--- config.mk ---
export PLATFORM = sky130hd
export DESIGN_NAME = if_fetch_unit
export DESIGN_NICKNAME = d
export VERILOG_FILES = /design/src/rtl/if_fetch_unit_pkg.sv /design/src/rtl/if_fetch_unit.sv
export SDC_FILE = /design/constraint.sdc
export NUM_CORES = 1
export LEC_CHECK = 0
export CORE_MARGIN = 2
export CORE_UTILIZATION = 30
export DETAILED_ROUTE_END_ITERATION = 7
export PLACE_DENSITY = 0.6
export RECOVER_POWER = 100
export SYNTH_ARGS = -nofsm -noshare
export SYNTH_HDL_FRONTEND = slang
export SYNTH_SLANG_ARGS = --single-unit
--- constraint.sdc ---
create_clock -name clk -period 3.2 [get_ports clk]
set_clock_uncertainty 0.2 [all_clocks]
set_input_delay 0.64 -clock clk [delete_from_list [all_inputs] [get_ports clk]]
set_output_delay 0.64 -clock clk [all_outputs]
set_load 0.05 [all_outputs]
--- src/rtl/if_fetch_unit_pkg.sv ---
`default_nettype none
// ============================================================================
// Module   : if_fetch_unit_pkg
// Brief    : Shared types and constants for the instruction-fetch front end.
// Revision : 1.0 - initial release
// ============================================================================
package if_fetch_unit_pkg;

    localparam int ADDR_W  = 32;
    localparam int INSTR_W = 32;

    localparam logic [ADDR_W-1:0]  RESET_PC_DEFAULT = 32'h0000_0000;
    localparam logic [INSTR_W-1:0] NOP_INSTR        = 32'h0000_0000;

    typedef enum logic [1:0] {
        S_IDLE = 2'd0,
        S_REQ  = 2'd1,
        S_HOLD = 2'd2,
        S_DROP = 2'd3
    } fetch_state_t;

    function automatic logic [ADDR_W-1:0] word_align(input logic [ADDR_W-1:0] addr);
        return addr & ~ADDR_W'(3);
    endfunction

endpackage
`default_nettype wire

--- src/rtl/if_fetch_unit.sv ---
`default_nettype none
// ============================================================================
// Module   : if_fetch_unit
// Brief    : PC owner with a single-outstanding imem handshake feeding IF/ID.
// Revision : 1.0 - initial release
// ============================================================================
module if_fetch_unit
    import if_fetch_unit_pkg::*;
#(
    parameter logic [ADDR_W-1:0] RESET_PC = RESET_PC_DEFAULT
) (
    input  logic               clk,
    input  logic               rst,
    input  logic               freeze,
    input  logic               branch_taken,
    input  logic [ADDR_W-1:0]  branch_addr,
    output logic               imem_req,
    output logic [ADDR_W-1:0]  imem_addr,
    input  logic               imem_ack,
    input  logic [INSTR_W-1:0] imem_rdata,
    output logic [ADDR_W-1:0]  PC,
    output logic [INSTR_W-1:0] Instruction,
    output logic               fetch_valid,
    output logic               fetch_bubble
);

    fetch_state_t       r_state,  w_state_nxt;
    logic [ADDR_W-1:0]  r_pc,     w_pc_nxt;
    logic [ADDR_W-1:0]  r_target, w_target_nxt;
    logic [INSTR_W-1:0] r_ibuf,   w_ibuf_nxt;
    logic [ADDR_W-1:0]  w_pc_inc;
    logic [ADDR_W-1:0]  w_branch_addr;

    assign w_pc_inc      = r_pc + ADDR_W'(4);
    assign w_branch_addr = word_align(branch_addr);

    always_comb begin
        w_state_nxt  = r_state;
        w_pc_nxt     = r_pc;
        w_target_nxt = r_target;
        w_ibuf_nxt   = r_ibuf;
        imem_req     = 1'b0;
        imem_addr    = '0;
        PC           = '0;
        Instruction  = NOP_INSTR;
        fetch_valid  = 1'b0;

        case (r_state)
            S_IDLE: begin
                w_state_nxt = S_REQ;
                if (branch_taken) w_pc_nxt = w_branch_addr;
            end

            S_REQ: begin
                imem_req  = 1'b1;
                imem_addr = r_pc;
                if (imem_ack) begin
                    if (branch_taken) begin
                        w_pc_nxt = w_branch_addr;
                    end else begin
                        // Bypass: returned word goes straight to the stage register.
                        fetch_valid = 1'b1;
                        Instruction = imem_rdata;
                        PC          = w_pc_inc;
                        if (!freeze) begin
                            w_pc_nxt = w_pc_inc;
                        end else begin
                            w_ibuf_nxt  = imem_rdata;
                            w_state_nxt = S_HOLD;
                        end
                    end
                end else if (branch_taken) begin
                    w_target_nxt = w_branch_addr;
                    w_state_nxt  = S_DROP;
                end
            end

            S_HOLD: begin
                if (branch_taken) begin
                    w_pc_nxt    = w_branch_addr;
                    w_state_nxt = S_REQ;
                end else begin
                    fetch_valid = 1'b1;
                    Instruction = r_ibuf;
                    PC          = w_pc_inc;
                    if (!freeze) begin
                        w_pc_nxt    = w_pc_inc;
                        w_state_nxt = S_REQ;
                    end
                end
            end

            S_DROP: begin
                // The stale request must still complete; its data is thrown away.
                imem_req  = 1'b1;
                imem_addr = r_pc;
                if (branch_taken) w_target_nxt = w_branch_addr;
                if (imem_ack) begin
                    w_pc_nxt    = branch_taken ? w_branch_addr : r_target;
                    w_state_nxt = S_REQ;
                end
            end

            default: w_state_nxt = S_IDLE;
        endcase

        fetch_bubble = ~fetch_valid;
    end

    always_ff @(posedge clk or negedge rst) begin
        if (!rst) begin
            r_state  <= S_IDLE;
            r_pc     <= word_align(RESET_PC);
            r_ibuf   <= '0;
            r_target <= '0;
        end else begin
            r_state  <= w_state_nxt;
            r_pc     <= w_pc_nxt;
            r_ibuf   <= w_ibuf_nxt;
            r_target <= w_target_nxt;
        end
    end

endmodule
`default_nettype wire

==> impl_metrics.env <==
export IMPL_status="finished, violations left"
export IMPL_violated_checks="max-capacitance violations, max-slew violations"
export IMPL_min_delay_path_class="reg2reg"
export IMPL_largest_family_of_logic_cells_by_synthesized_area="simple AND/OR/NAND/NOR gates"
export IMPL_synth_most_common_cell="dfrtp_1"
export IMPL_crit_path_cell_trace="nand4_4, nor4_4, buf_4, nand3_1, xor2_1, nor2_1, buf_12"
export IMPL_setup_worst_path_end_class="primary output"
export IMPL_cts_clk_pin_slew_worst_paths_ns=0.08
export IMPL_synth_yosys_seq_area_share=0.407
export IMPL_ir_worst_vdd_v=0.000399
export IMPL_dpl_cell_area_um2=8870
export IMPL_total_gr_overflow=0
export IMPL_grt_max_degree=41
export IMPL_setup_viol=0
export IMPL_stdcell_area_um2=8530
export IMPL_cts_htree_levels=3
export IMPL_synth_adder_area_share=0.0125
export IMPL_timing_critical_path_slowest_cell_delay_ns=0.46
export IMPL_vias_in_the_first_global_route=5628
export IMPL_clockRootBuffer="clkbuf_16"
export IMPL_detailroute_via_count=5569
export IMPL_synth_compound_area_frac=0.180
export IMPL_achievable_frequency_ghz=0.319
export IMPL_cts_buffers_inserted=9
export IMPL_rows=51
export IMPL_yosys_area_share_xor_xnor=0.0407
export IMPL_synthesis_area_per_instance_um2=9.26
export IMPL_synth_warnings=0
export IMPL_rsz0062_at_grt="yes"
export IMPL_worstPathRequired_ns=2.36
export IMPL_layout_area_overhead_vs_synth_pct=41.7
export IMPL_worstMarginPinSlew_ns=2.36
export IMPL_antenna_found_initial=1
export IMPL_async_flop_share=1.00
export IMPL_io_pin_count=168
export IMPL_layout_drive_gt1_share=0.257
export IMPL_remaining_drc_errors=0
export IMPL_synth_distinct_cells=52
export IMPL_timing_worst_setup_path_type="reg2out"
export IMPL_core_box_area_um2=19600
export IMPL_power_density_nw_per_um2=968
export IMPL_die_w_um=146
export IMPL_wl_per_cell_um=17.8
export IMPL_synth_main_ff_cell="dfrtp_1"
export IMPL_slew_headroom=-0.571
export IMPL_critical_path_data_arrival_time_ns=2.29
export IMPL_synth_top_cell_by_area="dfrtp_1"
export IMPL_cts_tree="done"
export IMPL_cts_num_sinks=98
export IMPL_worst_hold_slack_ns=0.290
export IMPL_synth_top_cells_by_count="dfrtp_1, nor2_1, mux2_2"
export IMPL_maxCapViolations=1
export IMPL_clock_insertion_delay_at_the_later_pin_of_the_skew_report_ns=0.36
export IMPL_fin_crit_ns=3.13
export IMPL_syn_nets=725
export IMPL_hpwl_um=13800
export IMPL_total_leakage_power_nw=3.46
export IMPL_gr_usage_all_layers=0.183
export IMPL_grt_first_pass_wirelength_um=31100
export IMPL_final_max_slew_viol_count=39
export IMPL_detail_route_antenna_nets=0
export IMPL_fp_dieH_um=146
export IMPL_ctsHoldBuffers=0
export IMPL_dpl_worst_slack_ns=0.0881
export IMPL_drt_first_iter_violations=300
export IMPL_yosys_area_share_simple=0.195
export IMPL_timing_hold_violations_final=0
export IMPL_synth_seq_cells=98
export IMPL_firstDrtPassIters=5
export IMPL_yosys_mux_area_fraction=0.123
export IMPL_synth_top_area_frac=0.407
export IMPL_power_mw=8.26
export IMPL_final_fill_count=1908
export IMPL_min_period_over_period=0.979
export IMPL_ff_latch_area_um2=2460
export IMPL_critPathSlowestCell="dfrtp_2"
export IMPL_cts_path_max_buffers=2
export IMPL_gp_routability_congestion=0.809
export IMPL_layout_cells_non_filler=1083
export IMPL_num_nets_final=887
export IMPL_dp_cells=1065
export IMPL_synthCells=650
export IMPL_totalWireLength_um=19300
export IMPL_die_area_um2=21200
export IMPL_initial_core_util=0.307
export IMPL_worst_setup_path_start_kind="flop"
export IMPL_vias_per_cell=5.14
export IMPL_netlist_top_cells_area="dfrtp_1, mux2_2, nor2_1"
export IMPL_synth_edff_count=0
export IMPL_syn_std_cell_area_um2=6020
export IMPL_place_port_buffers=165
export IMPL_crit_fanout=13
export IMPL_multi_input_area_um2=3400
export IMPL_final_critical_path_setup_slack_ns=0.0680
[power by group]
part           switching, mW  leakage (nW)  internal, mW
Combinational           2.91          2.13          1.83
Sequential             0.528          1.18          1.84
Clock                  0.536         0.149         0.621
Total                   3.97          3.46          4.29
[registers in the layout, summed over array words and instances, names as in the netlist]
register / cells
r_state: 2
r_target: 32
r_ibuf: 32
r_pc: 32
[final cells by class]
type                       count  share of cell area
antenna                        1            0.000293
clock buffer                   9              0.0264
clock inverter                 7             0.00983
inverter                      13             0.00601
multi-input combinational    489               0.399
sequential                    98               0.288
tap                          265              0.0389
timing repair buffer         201               0.232
[critical path: cells and delay by family (launching register included)]
kind	cells	cell delay (ns)
buffers and inverters	2	0.39
AND/OR/NAND/NOR	4	0.87
flip-flops	1	0.46
XOR/XNOR	1	0.21
[per-stage QoR]
| stage | setup TNS [ns] | util |
|---|---|---|
| final | 0 | 0.435 |
| after global routing | -0.0179 | 0.435 |
| after CTS | 0 | 0.469 |
| after detailed placement | 0 | 0.453 |
| after global placement | 0 | 0.453 |
| after floorplan | -3.75 | - |
[cell families after synthesis]
logic type,Yosys count
buffers and inverters,63
AOI/OAI and AO/OA,152
DFF,98
and+or+nand+nor,237
adders and majority gates,6
muxes,66
xor gates and xnor gates,28
[per-layer routing]
metal	vias up	GRT usage	share of wire
met1	2673	0.232	0.43
met5	-	0	0
li1	2683	-	-
met4	0	0.0500	0.012
met3	15	0.0718	0.098
met2	198	0.291	0.46
[path summary, 6_finish.rpt]
check | cells after the start | slack [ns] | to | start
max in group asynchronous | 1 | 0.50 | r_pc[11] | rst
min reg2reg | 1 | 0.29 | r_target[1] | r_target[1]
min in group asynchronous | 1 | 0.79 | r_pc[22] | rst
max | 7 | 0.07 | PC[27] | r_pc[10]
max reg2reg | 9 | 0.30 | r_pc[9] | r_state[0]
min | 1 | 0.29 | r_target[1] | r_target[1]
[cell usage in the layout, fill, tap and decap left out, types with 15 or more instances in the layout]
cell type         n
nor2_1           86
clkbuf_2         33
and2_1           31
o21ai_0          40
dfrtp_1          92
dlygate4sd3_1    25
nand2_1          36
buf_12           31
clkbuf_1         15
mux2_2           64
nand3_1          15
clkdlybuf4s50_1  65
xnor2_1          17
buf_4            20
a22oi_1          39
[repair_timing]
action | in CTS | in global routing
buffers inserted | 1 | 0
pin swaps | 0 | 2
gates resized for setup | 2 | 20
endpoints found under the setup margin | 6 | 37
(Power assumes the default switching activity.)
